`src/rtl/w21_layer_seq.sv`:
```
// -----------------------------------------------------------------------------
// w21_layer_seq
// Sequencer and multiply-accumulate controller for the layer-2 fully-connected
// stage. For each of N_COL weight columns it sweeps the row address 0..DEPTH-1,
// multiplies every signed weight by the matching activation, and accumulates
// the products. It then scales the column sum by an arithmetic right shift,
// saturates it to OUT_W bits, and offers it downstream over a valid/ready
// handshake.
//
// Ports:
//   clk, rst    rising-edge clock, asynchronous active-high reset
//   start       begin a layer pass (sampled only while idle)
//   abort       synchronous return to idle from any active state
//   adrs_clm    row address shared by all weight ROMs
//   col_sel     selects which ROM column drives w_in
//   w_in        selected weight (combinational ROM read, same cycle)
//   act_addr    activation buffer read address (always equals adrs_clm)
//   act_in      activation (combinational read, same cycle, Q3.12)
//   busy        high whenever the sequencer is not idle
//   out_valid   column result available
//   out_ready   downstream accepts the result
//   out_data    scaled, saturated column result
//   out_col     column index of out_data
//   out_sat     out_data was clipped
//   done        one-cycle pulse after the last column is accepted
// -----------------------------------------------------------------------------
module w21_layer_seq #(
  parameter int DEPTH  = 300,
  parameter int ADDR_W = 9,
  parameter int N_COL  = 8,
  parameter int COL_W  = 3,
  parameter int W_W    = 21,
  parameter int ACT_W  = 16,
  parameter int ACC_W  = 48,
  parameter int SHIFT  = 12,
  parameter int OUT_W  = 16
) (
  input  logic              clk,
  input  logic              rst,
  input  logic              start,
  input  logic              abort,
  output logic [ADDR_W-1:0] adrs_clm,
  output logic [COL_W-1:0]  col_sel,
  input  logic [W_W-1:0]    w_in,
  output logic [ADDR_W-1:0] act_addr,
  input  logic [ACT_W-1:0]  act_in,
  output logic              busy,
  output logic              out_valid,
  input  logic              out_ready,
  output logic [OUT_W-1:0]  out_data,
  output logic [COL_W-1:0]  out_col,
  output logic              out_sat,
  output logic              done
);

  localparam int PROD_W = W_W + ACT_W;

  localparam logic [ADDR_W-1:0] LAST_ADDR = ADDR_W'(DEPTH - 1);
  localparam logic [COL_W-1:0]  LAST_COL  = COL_W'(N_COL - 1);

  // Saturation bounds expressed at accumulator width; SAT_MIN is the
  // bitwise complement of SAT_MAX (0..01..1 -> 1..10..0).
  localparam logic signed [ACC_W-1:0] SAT_MAX = ACC_W'((64'sd1 <<< (OUT_W - 1)) - 64'sd1);
  localparam logic signed [ACC_W-1:0] SAT_MIN = ~SAT_MAX;

  typedef enum logic [2:0] {
    S_IDLE,
    S_RUN,
    S_DRAIN1,
    S_DRAIN2,
    S_OUT,
    S_DONE
  } state_t;

  state_t                    r_state;
  state_t                    w_next_state;
  logic [ADDR_W-1:0]         r_addr;
  logic [COL_W-1:0]          r_col;
  logic signed [PROD_W-1:0]  r_prod;
  logic                      r_prod_vld;
  logic signed [ACC_W-1:0]   r_acc;
  logic [OUT_W-1:0]          r_out_data;
  logic [COL_W-1:0]          r_out_col;
  logic                      r_out_sat;

  logic signed [PROD_W-1:0]  w_w_ext;
  logic signed [PROD_W-1:0]  w_act_ext;
  logic signed [PROD_W-1:0]  w_prod;
  logic signed [ACC_W-1:0]   w_prod_ext;
  logic signed [ACC_W-1:0]   w_scaled;
  logic [OUT_W-1:0]          w_sat_data;
  logic                      w_sat;
  logic                      w_abort;
  logic                      w_accept;

  // Operands are widened to the full product width first so the multiply is
  // evaluated at 37 bits with no silent truncation.
  assign w_w_ext    = {{ACT_W{w_in[W_W-1]}}, w_in};
  assign w_act_ext  = {{W_W{act_in[ACT_W-1]}}, act_in};
  assign w_prod     = w_w_ext * w_act_ext;
  assign w_prod_ext = {{(ACC_W - PROD_W){r_prod[PROD_W-1]}}, r_prod};
  assign w_scaled   = r_acc >>> SHIFT;

  // abort only acts outside IDLE and wins over a same-cycle handshake.
  assign w_abort  = abort && (r_state != S_IDLE);
  assign w_accept = (r_state == S_OUT) && out_ready && !w_abort;

  // NOTE: every signal assigned in an always_comb block gets a default first,
  // so no path through the case/if tree can leave it unassigned and infer a latch.
  always_comb begin
    w_sat_data = w_scaled[OUT_W-1:0];
    w_sat      = 1'b0;
    if (w_scaled > SAT_MAX) begin
      w_sat_data = {1'b0, {(OUT_W - 1){1'b1}}};
      w_sat      = 1'b1;
    end else if (w_scaled < SAT_MIN) begin
      w_sat_data = {1'b1, {(OUT_W - 1){1'b0}}};
      w_sat      = 1'b1;
    end
  end

  always_comb begin
    w_next_state = r_state;
    case (r_state)
      S_IDLE:   if (start) w_next_state = S_RUN;
      S_RUN:    if (r_addr == LAST_ADDR) w_next_state = S_DRAIN1;
      S_DRAIN1: w_next_state = S_DRAIN2;
      S_DRAIN2: w_next_state = S_OUT;
      S_OUT:    if (w_accept) w_next_state = (r_col == LAST_COL) ? S_DONE : S_RUN;
      S_DONE:   w_next_state = S_IDLE;
      default:  w_next_state = S_IDLE;
    endcase
    if (w_abort) w_next_state = S_IDLE;
  end

  always_ff @(posedge clk or posedge rst) begin
    if (rst) begin
      r_state <= S_IDLE;
    end else begin
      r_state <= w_next_state;
    end
  end

  // NOTE: sequential state uses non-blocking assignments only, so every
  // register samples pre-edge values and later statements in this block
  // (abort, column advance) cleanly override earlier ones for the same edge.
  always_ff @(posedge clk or posedge rst) begin
    if (rst) begin
      r_addr     <= '0;
      r_col      <= '0;
      r_prod     <= '0;
      r_prod_vld <= 1'b0;
      r_acc      <= '0;
      r_out_data <= '0;
      r_out_col  <= '0;
      r_out_sat  <= 1'b0;
    end else begin
      // The product register is one stage behind the address, so the add
      // lags by a cycle; DRAIN1 absorbs the final product.
      if (r_prod_vld) r_acc <= r_acc + w_prod_ext;

      case (r_state)
        S_IDLE: begin
          if (start) begin
            r_addr     <= '0;
            r_col      <= '0;
            r_acc      <= '0;
            r_prod_vld <= 1'b0;
          end
        end
        S_RUN: begin
          r_prod     <= w_prod;
          r_prod_vld <= 1'b1;
          if (r_addr != LAST_ADDR) r_addr <= r_addr + 1'b1;
        end
        S_DRAIN1: r_prod_vld <= 1'b0;
        S_DRAIN2: begin
          r_out_data <= w_sat_data;
          r_out_sat  <= w_sat;
          r_out_col  <= r_col;
        end
        S_OUT: begin
          if (w_accept && (r_col != LAST_COL)) begin
            r_col  <= r_col + 1'b1;
            r_addr <= '0;
            r_acc  <= '0;
          end
        end
        S_DONE: begin
          r_addr <= '0;
          r_col  <= '0;
        end
        default: ;
      endcase

      if (w_abort) begin
        r_addr     <= '0;
        r_col      <= '0;
        r_acc      <= '0;
        r_prod_vld <= 1'b0;
      end
    end
  end

  assign adrs_clm  = r_addr;
  assign act_addr  = r_addr;
  assign col_sel   = r_col;
  assign busy      = (r_state != S_IDLE);
  assign out_valid = (r_state == S_OUT);
  assign done      = (r_state == S_DONE);
  assign out_data  = r_out_data;
  assign out_col   = r_out_col;
  assign out_sat   = r_out_sat;

endmodule

```
`config.mk`:
```
export PLATFORM = sky130hd
export DESIGN_NAME = w21_layer_seq
export DESIGN_NICKNAME = d
export VERILOG_FILES = /design/src/rtl/w21_layer_seq.sv
export SDC_FILE = /design/constraint.sdc
export NUM_CORES = 1
export LEC_CHECK = 0
export CORE_MARGIN = 1
export CORE_UTILIZATION = 35
export DETAILED_ROUTE_END_ITERATION = 8
export GPL_TIMING_DRIVEN = 0
export PLACE_DENSITY = 0.64
export SLEW_MARGIN = 20
export SYNTH_ARGS = -nofsm -noshare
export SYNTH_HDL_FRONTEND = slang
export SYNTH_SLANG_ARGS = --single-unit
export TNS_END_PERCENT = 30
```
`constraint.sdc`:
```
create_clock -name clk -period 4.6 [get_ports clk]
set_clock_uncertainty 0.2 [all_clocks]
set_input_delay 1.38 -clock clk [delete_from_list [all_inputs] [get_ports clk]]
set_output_delay 1.38 -clock clk [all_outputs]
set_load 0.1 [all_outputs]
```
Word level (Yosys, flattened, before mapping)
Index checks and enable logic that the tools add are counted.
{"block": "word_totals", "ramBits": 0, "rom_bits": 0, "word_cells": 70, "reg_bits": 121, "out_inout_bits": 44, "input_bits": 42, "latchBits": 0, "n_memories": 0}
{"block": "op_classes", "multipliers": 1, "bitwise": 0, "mux": 27, "div": 0, "n_lt_le_gt_ge": 2, "shift": 0, "reduce_logical": 14, "eq_ne": 14, "n_addsub": 3}
{"op": "$mux 48", "count": 4}
{"op": "$pmux 48 s2", "count": 1}
{"op": "$add 48x37->48", "count": 1}
{"op": "$mul 21x16->37", "count": 1}
{"op": "$gt 36x16->1 const B", "count": 1}
{"op": "$lt 36x16->1 const B", "count": 1}
{"op": "$mux 9", "count": 4}
{"op": "$pmux 9 s4", "count": 1}
{"op": "$mux 16", "count": 2}
{"op": "$mux 3", "count": 8}
{"op": "$pmux 3 s5", "count": 1}
{"op": "$ne 3x3->1 const B", "count": 4}
{"op": "$add 9x1->9 const B", "count": 1}
{"op": "$eq 3x3->1 const B", "count": 3}
{"op": "$eq 9x9->1 const B", "count": 1}
{"op": "$ne 9x9->1 const B", "count": 1}
{"op": "$pmux 3 s3", "count": 1}
{"op": "$reduce_bool 4->1", "count": 2}
{"op": "$eq 3x2->1 const B", "count": 2}
{"op": "$ne 3x1->1 const B", "count": 2}
{"op": "$reduce_and 3->1", "count": 2}
{"op": "$reduce_bool 5->1", "count": 1}
{"op": "$logic_and 1x1->1", "count": 4}
{"op": "$mux 1", "count": 4}
{"op": "8 further kinds", "count": 8}

Logic depth before layout (Yosys ltp)
{"block": "logic_depth", "ltp_word": 8, "mapped_depth": 26}

Worst setup path after synthesis
OpenSTA, ideal clock, no wires.
{"block": "synth_path", "kind": "input port to flip-flop", "start": "input port w_in[20]", "end": "register r_prod[34]", "setup_slack_ns": -2.904, "n_path_buf": 1, "t_arrival_ns": 7.171, "required_time_ns": 4.266, "cell_stages": 20, "setup_time_ns": 0.134, "path_cell_list": "clkbuf_1 > nand2_1 > inv_1 > fa_1 > fa_1 > fa_1 > fa_1 > fa_1 > inv_1 > fa_1 > inv_1 > ha_1 > a21o_1 > a221o_1 > o21ai_0 > nand2b_1 > a2111oi_0 > o21bai_1 > xnor2_1 > o21ai_0"}
{"block": "synth_between", "elab_chain_cells": 1}
{"element": "start, declared", "line_no": "44", "rtl": "input logic [W_W-1:0] w_in,"}
{"element": "$mul 21x16->37", "line_no": "100", "rtl": "assign w_prod = w_w_ext * w_act_ext;"}
{"element": "end signal, assigned", "line_no": "172", "rtl": "r_prod <= w_prod;"}
{"element": "end, declared", "line_no": "79", "rtl": "logic signed [PROD_W-1:0] r_prod;"}
Every way passes these cells.
A chain may end at the register's enable or synchronous reset.

Worst setup path in the final report
{"block": "layout_path", "start": "input port w_in[13]", "end": "register r_prod[36]"}
Same word-level chain as after synthesis.

==> out/results.txt <==
Final WL -> 55.3 mm
Tmin final -> 7.13 ns
Die area -> 58100 µm²
R2R setup slack -> 0.74 ns
Drc violations -> 0
Dpl cells -> 3110
Post-CTS Hold Buffers -> 0
GR Overflow Total -> 0
Mapped cell area -> 20000 µm²
Setup ws final -> -2.53 ns
Reg clk slew, reported paths -> 0.06 ns
Via count -> 16169
Initial Util -> 35.4%
Top Layer Used -> met4
Share of cells above drive strength 1 -> 17.5%
Synth area leaders -> fa_1 33%, dfrtp_1 15%, ha_1 8.9%
Worst skew pair latency -> 0.42 ns
Most common cell in the synthesized netlist -> inv_1
Sink Count -> 121
Area leader, netlist -> fa_1
Antenna cells -> 0
Worst Tran Pin Value -> 1.02 ns
Die Y -> 241 µm
Max-Cap Viols -> 0
Endpoints failing hold -> 0
Detail Route Antenna Nets -> 0
Critical Path Start Type -> input port
Number of flops mapped to enable cells by yosys -> 0
# rows -> 87
Seq cells post-synth -> 121
DR WL/cell -> 17.0 µm
Vias in the first global route -> 17158
CTS Buf Count -> 17
Area grow syn2layout -> 25.1%
Place WS -> -4.07 ns
Final HPWL DP -> 45.1 mm
Avg Inst Size Synth -> 8.83 µm²
Fin nets -> 3007
Number of port buffers -> 84
Worst min-delay path class -> flip-flop to flip-flop
First-pass DRT Iterations -> 6
Yosys top cell area share -> 33.3%
Initial antenna violation count -> 0
1st-iter DRT viols -> 893
Main flop type after synthesis -> dfrtp_1
RSZ-0062 raised after global routing -> true
Status -> complete, but fails checks
GRT Overall Usage -> 19.9%
Largest net degree at the start of global routing -> 37
FFs w/ async S/R, synth -> 100%
Post-synthesis sequential area ratio -> 15.1%
Violated checks -> setup timing
Worst setup EP type -> flip-flop
WP data required -> 4.70 ns
Final Wtd Congestion -> 0.950
Period utilization -> 155%
Setup Crit Path Kind -> input port to flip-flop
Core box area -> 56500 µm²
Final Instance Area -> 25000 µm²
Overall die width -> 241 µm
Setup TNS -> -55.32 ns
Max Fanout on Critical Path -> 7
CTS tree -> built
H-tree levels -> 4
Yosys Warn Count -> 0
Global-route wire length before repair -> 90.6 mm
DR WL met3 -> 3.34 mm
Max-slew violation count -> 0
Gate Count Post-Synth -> 2266
Metal2 WL -> 26.4 mm
Netlist cell types -> 70
Root buffer cell -> clkbuf_16
Worst slew margin -> 31.8%
Metal1 wirelength -> 23.7 mm
# setup viols final -> 30
Max Root-Sink Buffers -> 2
Final non-filler cell total -> 3258
Most frequent cells after synthesis -> 424 x inv_1, 333 x fa_1, 304 x nand2_1
Syn_nets -> 2783
I/O pin cnt -> 86
Fill cells -> 5352
Fmax -> 140 MHz
Area of placed instances -> 22800 µm²
Worst Path Arrival -> 7.23 ns
Vias per cell -> 4.96
==> final cells by class <==
class                           instances  area, µm²  share of cell area, %
Buffer                                103       1160                   4.63
Clock buffer                           17        425                   1.70
Clock inverter                         14        223                  0.890
Inverter                              424       1600                   6.39
Multi-Input combinational cell       1615      15600                   62.5
Sequential cell                       121       3030                   12.1
Tap cell                              756        946                   3.78
Timing Repair Buffer                  208       2000                   8.00
==> layout by cell type, fill, tap and decap left out, drive strengths merged, types with 18 or more instances in the layout <==
| master | count |
|---|---|
| inv | 423 |
| fa | 333 |
| nand2 | 304 |
| buf | 182 |
| ha | 142 |
| and2 | 133 |
| dfrtp | 121 |
| nor2 | 114 |
| o21ai | 105 |
| clkbuf | 98 |
| a21oi | 97 |
| xnor2 | 55 |
| a21o | 49 |
| clkdlybuf4s50 | 48 |
| xor2 | 37 |
| mux2i | 35 |
| nand2b | 24 |
| nand3 | 21 |
| nand4 | 18 |
==> per-layer routing <==
| layer | up-vias | GRT usage (%) |
|---|---|---|
| met5 | - | 0 |
| met4 | 0 | 6.50 |
| met3 | 113 | 2.48 |
| met2 | 536 | 33.7 |
| met1 | 7978 | 26.2 |
| li1 | 7542 | - |
==> worst max-delay path, stage by stage <==
cell and delay [ns]:
buf_12 0.11, clkbuf_16 0.14, buf_12 0.11, nand2_4 0.04
fa_1 0.50, inv_2 0.04, fa_1 0.49, inv_2 0.04
fa_2 0.52, inv_2 0.04, fa_1 0.60, inv_2 0.05
fa_1 0.47, inv_1 0.05, fa_1 0.55, ha_4 0.22
and4_4 0.19, and4_1 0.16, o211ai_1 0.10, nand4b_1 0.25
a311o_1 0.41, a21oi_2 0.19, o21ai_2 0.10, a311oi_2 0.22
xnor2_1 0.16, o21ai_1 0.09
==> registers in the layout, indices dropped and copies added (netlist names) <==
signal and cells:
r_acc 48, r_prod 37, out_data 16, act_addr 9, col_sel 3, out_col 3, r_state 3, out_sat 1
r_prod_vld 1
==> per-stage QoR <==
stage                     hold WS (ns)  utilization, %
after detailed placement         0.276            40.4
after global placement           0.263            40.2
final                            0.281            44.3
after floorplan                  0.255               -
after CTS                        0.291            43.3
after global routing             0.318            44.3
==> path summary, 6_finish.rpt <==
check / startpoint / to / cells after the start
hold reg to reg: out_data[4] / out_data[4] / 2
setup reg to reg: r_prod[0] / r_acc[40] / 12
min in group asynchronous: rst / r_prod[2] / 2
setup / recovery: w_in[13] / r_prod[36] / 26
max in group asynchronous: rst / col_sel[0] / 5
hold / removal: out_data[4] / out_data[4] / 2
==> timing repair <==
| item | CTS | global route |
|---|---|---|
| setup buffers | 84 | 37 |
| setup endpoints to repair | 33 | 31 |
| resized for setup | 273 | 110 |
| pin swaps | 67 | 68 |
==> logic make-up (layout without fill, tap and decap cells) <==
group / count (synthesis) / after routing / share of synthesized area, %
xor gates and xnor gates: 92 / 92 / 4.03
buffers and inverters: 530 / 766 / 10.1
and+or+nand+nor: 660 / 660 / 15.4
adders and majority gates: 475 / 475 / 42.2
DFF: 121 / 121 / 15.1
AOI/OAI and AO/OA: 346 / 346 / 11.0
muxes: 42 / 42 / 2.14
Power is left out: the tool's default activity adds up to more than one toggle a clock period on the data nets, which glitch-free logic cannot reach.
